File: src/rtl/mips_multicycle_control_if.sv
// Control bundle between the multicycle MIPS sequencer and its datapath.
// The sequencer is the master; the datapath/memory side is the slave.
interface mips_multicycle_control_if;
    logic [5:0] opcode;
    logic [5:0] funct;
    logic       zero;
    logic       mem_ready;
    logic       pc_en;
    logic       iord;
    logic       mem_read;
    logic       mem_write;
    logic       ir_write;
    logic       reg_dst;
    logic       mem_to_reg;
    logic       reg_write;
    logic       alu_src_a;
    logic [1:0] alu_src_b;
    logic       zero_ext;
    logic [1:0] alu_op;
    logic [1:0] pc_source;
    logic       instr_done;
    logic       illegal;

    modport master (
        input  opcode, funct, zero, mem_ready,
        output pc_en, iord, mem_read, mem_write, ir_write, reg_dst, mem_to_reg,
               reg_write, alu_src_a, alu_src_b, zero_ext, alu_op, pc_source,
               instr_done, illegal
    );

    modport slave (
        output opcode, funct, zero, mem_ready,
        input  pc_en, iord, mem_read, mem_write, ir_write, reg_dst, mem_to_reg,
               reg_write, alu_src_a, alu_src_b, zero_ext, alu_op, pc_source,
               instr_done, illegal
    );
endinterface

File: src/rtl/mips_multicycle_control.sv
// Main sequencing FSM of the multicycle MIPS32 datapath: steps each instruction
// through fetch/decode/execute/memory/writeback and drives all datapath controls.
module mips_multicycle_control (
    input  logic                           clk,
    input  logic                           rst_n,
    mips_multicycle_control_if.master      bus
);

    localparam logic [5:0] OP_R   = 6'b000000;
    localparam logic [5:0] OP_LW  = 6'b100011;
    localparam logic [5:0] OP_SW  = 6'b101011;
    localparam logic [5:0] OP_BEQ = 6'b000100;
    localparam logic [5:0] OP_BNE = 6'b000101;
    localparam logic [5:0] OP_ORI = 6'b001101;
    localparam logic [5:0] OP_J   = 6'b000010;
    localparam logic [5:0] FN_JR  = 6'b001000;

    typedef enum logic [3:0] {
        S_FETCH    = 4'd0,
        S_DECODE   = 4'd1,
        S_MEM_ADDR = 4'd2,
        S_MEM_RD   = 4'd3,
        S_MEM_WB   = 4'd4,
        S_MEM_WR   = 4'd5,
        S_R_EXEC   = 4'd6,
        S_R_WB     = 4'd7,
        S_ORI_EXEC = 4'd8,
        S_ORI_WB   = 4'd9,
        S_BRANCH   = 4'd10,
        S_JUMP     = 4'd11,
        S_JR       = 4'd12
    } state_t;

    // Registered Moore controls plus state flags used by the input-gated outputs.
    typedef struct packed {
        logic       mem_read;
        logic       mem_write;
        logic       iord;
        logic       reg_dst;
        logic       mem_to_reg;
        logic       reg_write;
        logic       alu_src_a;
        logic [1:0] alu_src_b;
        logic       zero_ext;
        logic [1:0] alu_op;
        logic [1:0] pc_source;
        logic       pc_en_u;
        logic       done_u;
        logic       in_fetch;
        logic       in_decode;
        logic       in_branch;
        logic       in_memwr;
    } ctrl_t;

    state_t state_r;
    state_t state_nxt_s;
    ctrl_t  ctrl_r;
    logic   mem_ready_s;
    logic   fetch_go_s;
    logic   branch_take_s;
    logic   illegal_s;

    function automatic logic op_legal(input logic [5:0] op);
        logic ok;
        case (op)
            OP_R, OP_LW, OP_SW, OP_BEQ, OP_BNE, OP_ORI, OP_J: ok = 1'b1;
            default:                                          ok = 1'b0;
        endcase
        return ok;
    endfunction

    function automatic ctrl_t ctrl_decode(input state_t st);
        ctrl_t c;
        c = '0;
        case (st)
            S_FETCH: begin
                c.mem_read  = 1'b1;
                c.alu_src_b = 2'b01;
                c.in_fetch  = 1'b1;
            end
            S_DECODE: begin
                c.alu_src_b = 2'b11;
                c.in_decode = 1'b1;
            end
            S_MEM_ADDR: begin
                c.alu_src_a = 1'b1;
                c.alu_src_b = 2'b10;
            end
            S_MEM_RD: begin
                c.mem_read = 1'b1;
                c.iord     = 1'b1;
            end
            S_MEM_WB: begin
                c.reg_write  = 1'b1;
                c.mem_to_reg = 1'b1;
                c.done_u     = 1'b1;
            end
            S_MEM_WR: begin
                c.mem_write = 1'b1;
                c.iord      = 1'b1;
                c.in_memwr  = 1'b1;
            end
            S_R_EXEC: begin
                c.alu_src_a = 1'b1;
                c.alu_op    = 2'b10;
            end
            S_R_WB: begin
                c.reg_write = 1'b1;
                c.reg_dst   = 1'b1;
                c.done_u    = 1'b1;
            end
            S_ORI_EXEC: begin
                c.alu_src_a = 1'b1;
                c.alu_src_b = 2'b10;
                c.zero_ext  = 1'b1;
                c.alu_op    = 2'b11;
            end
            S_ORI_WB: begin
                c.reg_write = 1'b1;
                c.done_u    = 1'b1;
            end
            S_BRANCH: begin
                c.alu_src_a = 1'b1;
                c.alu_op    = 2'b01;
                c.pc_source = 2'b01;
                c.done_u    = 1'b1;
                c.in_branch = 1'b1;
            end
            S_JUMP: begin
                c.pc_source = 2'b10;
                c.pc_en_u   = 1'b1;
                c.done_u    = 1'b1;
            end
            S_JR: begin
                c.pc_source = 2'b11;
                c.pc_en_u   = 1'b1;
                c.done_u    = 1'b1;
            end
            default: begin
                c = '0;
            end
        endcase
        return c;
    endfunction

    // Next-state selection; memory states hold until mem_ready.
    always_comb begin
        state_nxt_s = S_FETCH;
        case (state_r)
            S_FETCH: begin
                if (bus.mem_ready) state_nxt_s = S_DECODE;
                else               state_nxt_s = S_FETCH;
            end
            S_DECODE: begin
                case (bus.opcode)
                    OP_LW, OP_SW:   state_nxt_s = S_MEM_ADDR;
                    OP_R: begin
                        if (bus.funct == FN_JR) state_nxt_s = S_JR;
                        else                    state_nxt_s = S_R_EXEC;
                    end
                    OP_ORI:         state_nxt_s = S_ORI_EXEC;
                    OP_BEQ, OP_BNE: state_nxt_s = S_BRANCH;
                    OP_J:           state_nxt_s = S_JUMP;
                    default:        state_nxt_s = S_FETCH;
                endcase
            end
            S_MEM_ADDR: begin
                if (bus.opcode == OP_SW) state_nxt_s = S_MEM_WR;
                else                     state_nxt_s = S_MEM_RD;
            end
            S_MEM_RD: begin
                if (bus.mem_ready) state_nxt_s = S_MEM_WB;
                else               state_nxt_s = S_MEM_RD;
            end
            S_MEM_WR: begin
                if (bus.mem_ready) state_nxt_s = S_FETCH;
                else               state_nxt_s = S_MEM_WR;
            end
            S_R_EXEC:   state_nxt_s = S_R_WB;
            S_ORI_EXEC: state_nxt_s = S_ORI_WB;
            default:    state_nxt_s = S_FETCH;
        endcase
    end

    // State register; controls are registered from the next state so they are glitch-free.
    always_ff @(posedge clk or negedge rst_n) begin
        if (!rst_n) begin
            state_r <= S_FETCH;
            ctrl_r  <= ctrl_decode(S_FETCH);
        end else begin
            state_r <= state_nxt_s;
            ctrl_r  <= ctrl_decode(state_nxt_s);
        end
    end

    // Gating rst_n here keeps PC/IR loads off while reset is held, whatever mem_ready does.
    assign mem_ready_s   = bus.mem_ready & rst_n;
    assign fetch_go_s    = ctrl_r.in_fetch & mem_ready_s;
    assign branch_take_s = ctrl_r.in_branch & ((bus.opcode == OP_BNE) ? ~bus.zero : bus.zero);
    assign illegal_s     = ctrl_r.in_decode & ~op_legal(bus.opcode);

    assign bus.pc_en      = fetch_go_s | ctrl_r.pc_en_u | branch_take_s;
    assign bus.ir_write   = fetch_go_s;
    assign bus.iord       = ctrl_r.iord;
    assign bus.mem_read   = ctrl_r.mem_read;
    assign bus.mem_write  = ctrl_r.mem_write;
    assign bus.reg_dst    = ctrl_r.reg_dst;
    assign bus.mem_to_reg = ctrl_r.mem_to_reg;
    assign bus.reg_write  = ctrl_r.reg_write;
    assign bus.alu_src_a  = ctrl_r.alu_src_a;
    assign bus.alu_src_b  = ctrl_r.alu_src_b;
    assign bus.zero_ext   = ctrl_r.zero_ext;
    assign bus.alu_op     = ctrl_r.alu_op;
    assign bus.pc_source  = ctrl_r.pc_source;
    assign bus.illegal    = illegal_s;
    assign bus.instr_done = ctrl_r.done_u | illegal_s | (ctrl_r.in_memwr & mem_ready_s);

endmodule

File: src/flat_wrapper.sv
// flat-port wrapper written by rule: the top's interface ports become plain ports
module mips_multicycle_control_flat 
  (clk, rst_n, bus_opcode, bus_funct, bus_zero, bus_mem_ready, bus_pc_en, bus_iord, bus_mem_read, bus_mem_write, bus_ir_write, bus_reg_dst, bus_mem_to_reg, bus_reg_write, bus_alu_src_a, bus_alu_src_b, bus_zero_ext, bus_alu_op, bus_pc_source, bus_instr_done, bus_illegal);
  mips_multicycle_control_if bus_i ();
  input  logic clk;
  input  logic rst_n;
  input wire logic [$bits(bus_i.opcode)-1:0] bus_opcode;
  input wire logic [$bits(bus_i.funct)-1:0] bus_funct;
  input wire logic [$bits(bus_i.zero)-1:0] bus_zero;
  input wire logic [$bits(bus_i.mem_ready)-1:0] bus_mem_ready;
  output wire logic [$bits(bus_i.pc_en)-1:0] bus_pc_en;
  output wire logic [$bits(bus_i.iord)-1:0] bus_iord;
  output wire logic [$bits(bus_i.mem_read)-1:0] bus_mem_read;
  output wire logic [$bits(bus_i.mem_write)-1:0] bus_mem_write;
  output wire logic [$bits(bus_i.ir_write)-1:0] bus_ir_write;
  output wire logic [$bits(bus_i.reg_dst)-1:0] bus_reg_dst;
  output wire logic [$bits(bus_i.mem_to_reg)-1:0] bus_mem_to_reg;
  output wire logic [$bits(bus_i.reg_write)-1:0] bus_reg_write;
  output wire logic [$bits(bus_i.alu_src_a)-1:0] bus_alu_src_a;
  output wire logic [$bits(bus_i.alu_src_b)-1:0] bus_alu_src_b;
  output wire logic [$bits(bus_i.zero_ext)-1:0] bus_zero_ext;
  output wire logic [$bits(bus_i.alu_op)-1:0] bus_alu_op;
  output wire logic [$bits(bus_i.pc_source)-1:0] bus_pc_source;
  output wire logic [$bits(bus_i.instr_done)-1:0] bus_instr_done;
  output wire logic [$bits(bus_i.illegal)-1:0] bus_illegal;
  assign bus_i.opcode = bus_opcode;
  assign bus_i.funct = bus_funct;
  assign bus_i.zero = bus_zero;
  assign bus_i.mem_ready = bus_mem_ready;
  assign bus_pc_en = bus_i.pc_en;
  assign bus_iord = bus_i.iord;
  assign bus_mem_read = bus_i.mem_read;
  assign bus_mem_write = bus_i.mem_write;
  assign bus_ir_write = bus_i.ir_write;
  assign bus_reg_dst = bus_i.reg_dst;
  assign bus_mem_to_reg = bus_i.mem_to_reg;
  assign bus_reg_write = bus_i.reg_write;
  assign bus_alu_src_a = bus_i.alu_src_a;
  assign bus_alu_src_b = bus_i.alu_src_b;
  assign bus_zero_ext = bus_i.zero_ext;
  assign bus_alu_op = bus_i.alu_op;
  assign bus_pc_source = bus_i.pc_source;
  assign bus_instr_done = bus_i.instr_done;
  assign bus_illegal = bus_i.illegal;
  mips_multicycle_control u_core (.clk(clk), .rst_n(rst_n), .bus(bus_i));
endmodule
File: config.mk
export PLATFORM = sky130hd
export DESIGN_NAME = mips_multicycle_control_flat
export DESIGN_NICKNAME = d
export VERILOG_FILES = /design/src/rtl/mips_multicycle_control_if.sv /design/src/rtl/mips_multicycle_control.sv /design/src/flat_wrapper.sv
export SDC_FILE = /design/constraint.sdc
export NUM_CORES = 1
export LEC_CHECK = 0
export BUFFER_PORTS_ARGS = -buffer_cell sky130_fd_sc_hd__clkbuf_2
export CELL_PAD_IN_SITES_DETAIL_PLACEMENT = 0
export CELL_PAD_IN_SITES_GLOBAL_PLACEMENT = 1
export CORE_ASPECT_RATIO = 1.75
export CORE_MARGIN = 10
export CORE_UTILIZATION = 39
export CTS_CLUSTER_SIZE = 25
export DETAILED_ROUTE_END_ITERATION = 8
export GPL_TIMING_DRIVEN = 0
export HOLD_SLACK_MARGIN = 0.02
export PLACE_DENSITY = 0.86
export SYNTH_ARGS = -nofsm -noshare
export SYNTH_HDL_FRONTEND = slang
export SYNTH_SLANG_ARGS = --single-unit
File: constraint.sdc
create_clock -name clk -period 2.3 [get_ports clk]
set_input_delay 0.115 -clock clk [delete_from_list [all_inputs] [get_ports clk]]
set_output_delay 0.115 -clock clk [all_outputs]
set_load 0.01 [all_outputs]
Word level (Yosys, flattened, before mapping)
Index checks and enable logic that the tools add are counted.
{ "totals": {"ff_bits": 23, "inputBits": 16, "out_inout_bits": 18, "elab_cells": 91} }
{ "classes": {"n_eq_ne": 25, "mux": 25, "bitwise": 11, "reduce_logical": 13} }
{ "op_table": {"columns": ["op", "n"], "rows": [
  ["$pmux W4 S7", 1],
  ["$eq A4 B3 Y1 const B", 6],
  ["$eq A4 B4 Y1 const B", 6],
  ["$pmux W4 S5", 1],
  ["$pmux W2 S3", 3],
  ["$eq A4 B2 Y1 const B", 4],
  ["$mux W1", 16],
  ["$eq A6 B3 Y1 const B", 2],
  ["$eq A6 B4 Y1 const B", 2],
  ["$eq A6 B6 Y1 const B", 2],
  ["$reduce_or A2 Y1", 6],
  ["$mux W3", 3],
  ["$eq A4 B1 Y1 const B", 2],
  ["$logic_not A4 Y1", 2],
  ["$reduce_or A7 Y1", 1],
  ["$eq A6 B2 Y1 const B", 1],
  ["$logic_not A6 Y1", 1],
  ["$reduce_or A6 Y1", 1],
  ["$and A1 B1 Y1", 5],
  ["$mux W4", 1],
  ["$or A1 B1 Y1", 4],
  ["$reduce_or A4 Y1", 1],
  ["$reduce_or A3 Y1", 1],
  ["$not A1 Y1", 2]
]} }

Depth between registers and ports, before layout
{ "depth": {"depth_word": 7, "mapped_depth": 8} }

Worst setup path before layout
Ideal clock, no wire load.
{ "synth_path": {"kind": "register to register", "from": "register u_core.state_r[0]", "to": "register u_core.ctrl_r[4] in the netlist's numbering", "setup_ns": 0.119, "arrival_ns": 1.823, "setup_slack_ns": 0.358, "path_stages_with_launch": 8, "path_buffers": 1, "path_cell_list": "dfrtp_1 > buf_2 > nand2_1 > o21ai_1 > a32o_1 > a221oi_2 > nand3b_1 > a21bo_1"} }
{ "synth_between": {"elab_chain_len": 5} }
{ "synth_lines": {"columns": ["item", "line_no", "text"], "rows": [
  ["from (decl)", "mips_multicycle_control.sv:55", "state_t state_r;"],
  ["from (signal assigned)", "mips_multicycle_control.sv:191", "state_r <= state_nxt_s;"],
  ["$eq A4 B4 Y1 (tied with other cells)", "mips_multicycle_control.sv:149", "case (state_r)"],
  ["$pmux W4 S7 (*)", "mips_multicycle_control.sv:149", null],
  ["$eq A4 B3 Y1 or $eq A4 B4 Y1 (tied branches)", "mips_multicycle_control.sv:75", "case (st)"],
  ["$reduce_or A6 Y1 (no line) (*)", null, null],
  ["$mux W1 (*)", "mips_multicycle_control.sv:75", null],
  ["to (signal assigned)", "mips_multicycle_control.sv:189", "ctrl_r <= ctrl_decode(S_FETCH);"],
  ["to (signal assigned)", "mips_multicycle_control.sv:192", "ctrl_r <= ctrl_decode(state_nxt_s);"],
  ["to (decl)", "mips_multicycle_control.sv:57", "ctrl_t ctrl_r;"]
]} }
Mark *: on every way between the ends. The rest lies on a longest branch, timed or not.

Worst setup path in the final report
Ends and elaborated chain as after synthesis.

==> flow_metrics.py <==
metrics = {
    "sta": {
        "skew_ns": 0.00330,
        "tns_ns": 0,
        "finalCriticalPeriod_ns": 2.12,
        "finalHoldViolCount": 0,
        "rsz0062_at_grt": "no",
        "holdWs_ns": 0.221,
        "worstMarginPinSlew_ns": 0.531,
        "maxSlewHeadroom_pct": 64.3,
        "setup_ws_ns": 0.184,
        "slew_viol_final": 0,
        "fmax_ghz": 0.473,
        "fin_crit_sh_pct": 92.0,
        "setup_violations": 0,
    },
    "power": {
        "power_density_nw_per_um2": 720,
        "switching_share_pct": 31.0,
        "combPwrFrac_pct": 33.1,
        "switchingPower_uw": 338,
        "p_int_uw": 753,
        "power_uw": 1090,
        "p_clk_share_pct": 24.0,
        "power_frac_seq_pct": 42.8,
        "ir_drop_mv": 0.321,
        "power.leakage_uw": 0.000741,
    },
    "placement": {
        "postPlaceCellArea_um2": 1440,
        "io_buffers": 28,
        "gp_congestion": 0.777,
        "dpl.hpwl_um": 2210,
        "place_ws_ns": 0.0402,
    },
    "job": {
        "cap_violations": 0,
    },
    "status": {
        "status": "finished, final reports clean",
    },
    "clock_network": {
        "clk_pin_slew_ns": 0.07,
        "cts.htree.levels": 1,
        "postCtsSetupBuffers": 0,
        "cts_tree": "done",
        "clkLatencyLatePin_ns": 0.25,
        "cts.path.max_buffers": 2,
        "cts-root-buf": "clkbuf_8",
        "cts_made_buffers": 3,
        "clock-sinks": 22,
    },
    "setup_path": {
        "critPathArrivalTime_ns": 2.27,
        "r2r-end": "u_core.ctrl_r[4]$_DFF_PN0_",
        "critPathKind": "flop to flop",
        "critPathLaunch": "u_core.state_r[0]$_DFF_PN0_",
        "start_kind": "flop",
        "crit_required_ns": 2.45,
        "r2r_cells": 7,
        "rrSetupSlack_ns": 0.18,
        "endpoint_kind": "flop",
        "timing.rr.start": "u_core.state_r[0]$_DFF_PN0_",
        "critPathMaxFanout": 10,
    },
    "drt": {
        "first_pass_iters": 4,
        "ant_nets": 0,
        "viasPerCell": 5.18,
        "drtIter0Drc": 25,
        "drc": 0,
        "wire_per_inst_um": 13.4,
        "vias": 1046,
        "drt-total-wl_um": 2710,
    },
    "yosys": {
        "ys_types": 50,
        "syn-num-nets": 142,
        "synth_warnings": 0,
        "netlist_top_cells_count": "dfrtp_1 (19), nor2_1 (13), nand2b_1 (8)",
        "synth_edf_count": 0,
        "netlist_area_um2": 1240,
        "syn_avg_cell_area_um2": 9.88,
        "syn-instance-count": 126,
        "yosys.area.top_type": "dfrtp_1",
        "synth_flop_cell": "dfrtp_1",
        "synth.most_common_cell": "dfrtp_1",
        "async_reset_ff_share_pct": 100,
        "synth_top_area_share_pct": 38.2,
        "ys_seq_area_share_pct": 44.5,
        "synth-seq-cells": 22,
        "synth_area_leaders": "dfrtp_1 (38%), dfstp_2 (6.3%), nand2b_1 (4.0%), nor2_1 (3.9%), buf_4 (3.6%)",
    },
    "global_route": {
        "grt_max_degree": 25,
        "track_usage_pct": 9.24,
        "grt_overflow": 0,
        "grt_pass1_wl_um": 4550,
        "grt_pass1_vias": 1031,
        "antenna_found_initial": 0,
    },
    "die": {
        "rows": 27,
        "ioPinCount": 34,
        "die_width_um": 62.7,
        "core_area_um2": 3110,
        "initial_core_util_pct": 40.1,
        "die_area_um2": 5940,
        "fp.dieH_um": 94.7,
    },
    "layout": {
        "drive_gt1_share_pct": 37.7,
        "diodes": 0,
        "fillers": 306,
        "reg.largest.list": "u_core.ctrl_r (5), u_core.state_r (4)",
        "finalInstanceArea_um2": 1520,
        "layout.nets": 176,
        "regMostFlops": "u_core.ctrl_r",
        "syn2layout_area_growth_pct": 21.7,
        "largest_register_ffs": 5,
    },
    "hold_path": {
        "hold_start": "bus_mem_ready",
        "hold_end": "u_core.bus.mem_to_reg$_DFF_PN0_",
        "min_path_cells": 3,
        "hold_path_class": "input pin to flop",
    },
}
[area by class of cell]
type | instances | area [µm²] | share of cell area, %
plain buffers | 14 | 90.1 | 5.95
inverters | 5 | 18.8 | 1.24
clock buffers | 4 | 55.1 | 3.63
multi-input cells | 85 | 593 | 39.1
repair buffers | 29 | 150 | 9.91
flip-flops and latches | 22 | 554 | 36.6
well taps | 43 | 53.8 | 3.55
[metrics by stage]
stage          instances  util [%]
2_1_floorplan        126         -
3_3_place_gp         197      46.3
3_5_place_dp         197      46.3
4_1_cts              202      48.4
5_1_grt              202      48.8
6_report             202      48.8
[worst max-delay path: stages, from the launching register on]
cell,delay [ns]
dfrtp_1,0.39
buf_2,0.18
nand2_1,0.12
o21ai_1,0.09
a32o_1,0.25
a221oi_4,0.52
nand3b_1,0.24
a21bo_1,0.23
[metal layers]
metal | GRT usage [%] | wire length [µm] | up-vias
met3 | 2.49 | 168 | 2
met4 | 4.49 | 40 | 0
met5 | 0 | 0 | -
li1 | - | - | 512
met1 | 8.88 | 1020 | 502
met2 | 17.7 | 1480 | 30
[how the worst max path moves through the flow]
stage / endpoint / slack, ns
final: u_core.ctrl_r[4]$_DFF_PN0_ / 0.18
after global routing: u_core.ctrl_r[4]$_DFF_PN0_ / 0.01
after CTS: u_core.ctrl_r[4]$_DFF_PN0_ / 0.02
after detailed placement: u_core.ctrl_r[4]$_DFF_PN0_ / 0.04
after global placement: u_core.ctrl_r[4]$_DFF_PN0_ / 0.06
after floorplan: u_core.ctrl_r[4]$_DFF_PN0_ / 0.36
[power by group through the flow]
| stage | clock [µW] | sequential, µW | combinational, µW |
|---|---|---|---|
| 3_3_place_gp | 0 | 475 | 356 |
| 4_1_cts | 264 | 469 | 363 |
| 3_5_place_dp | 0 | 476 | 360 |
| 5_1_grt | 279 | 474 | 404 |
| 6_report | 262 | 468 | 362 |
| 2_1_floorplan | 0 | 480 | 244 |
[cell families (layout without fill, tap and decap cells)]
kind of cell           count (synthesis)  after routing  share of synthesized area, %
AND/OR/NAND/NOR                       56             56                          27.3
AO/OA/AOI/OAI                         26             26                          17.2
flip-flops                            22             22                          44.5
buffers and inverters                 19             52                          8.74
XOR/XNOR                               2              2                          1.41
multiplexers                           1              1                         0.804
[cell usage in the layout (no fill, tap or decap), drive strengths merged, types with 3 or more instances in the layout]
cell	n
buf	13
dfstp	3
nand2b	8
nor3	3
o21ai	5
inv	5
nor2	14
clkbuf	33
nand3	3
dfrtp	19
nand2	6
a21oi	5
nor4b	4
[repair_timing]
item,4_1_cts,5_1_grt
setup endpoints to repair,0,5
hold buffers,1,0
gates resized for setup,0,1
endpoints found under the hold margin,19,0
Power figures use the tool's default switching activity.
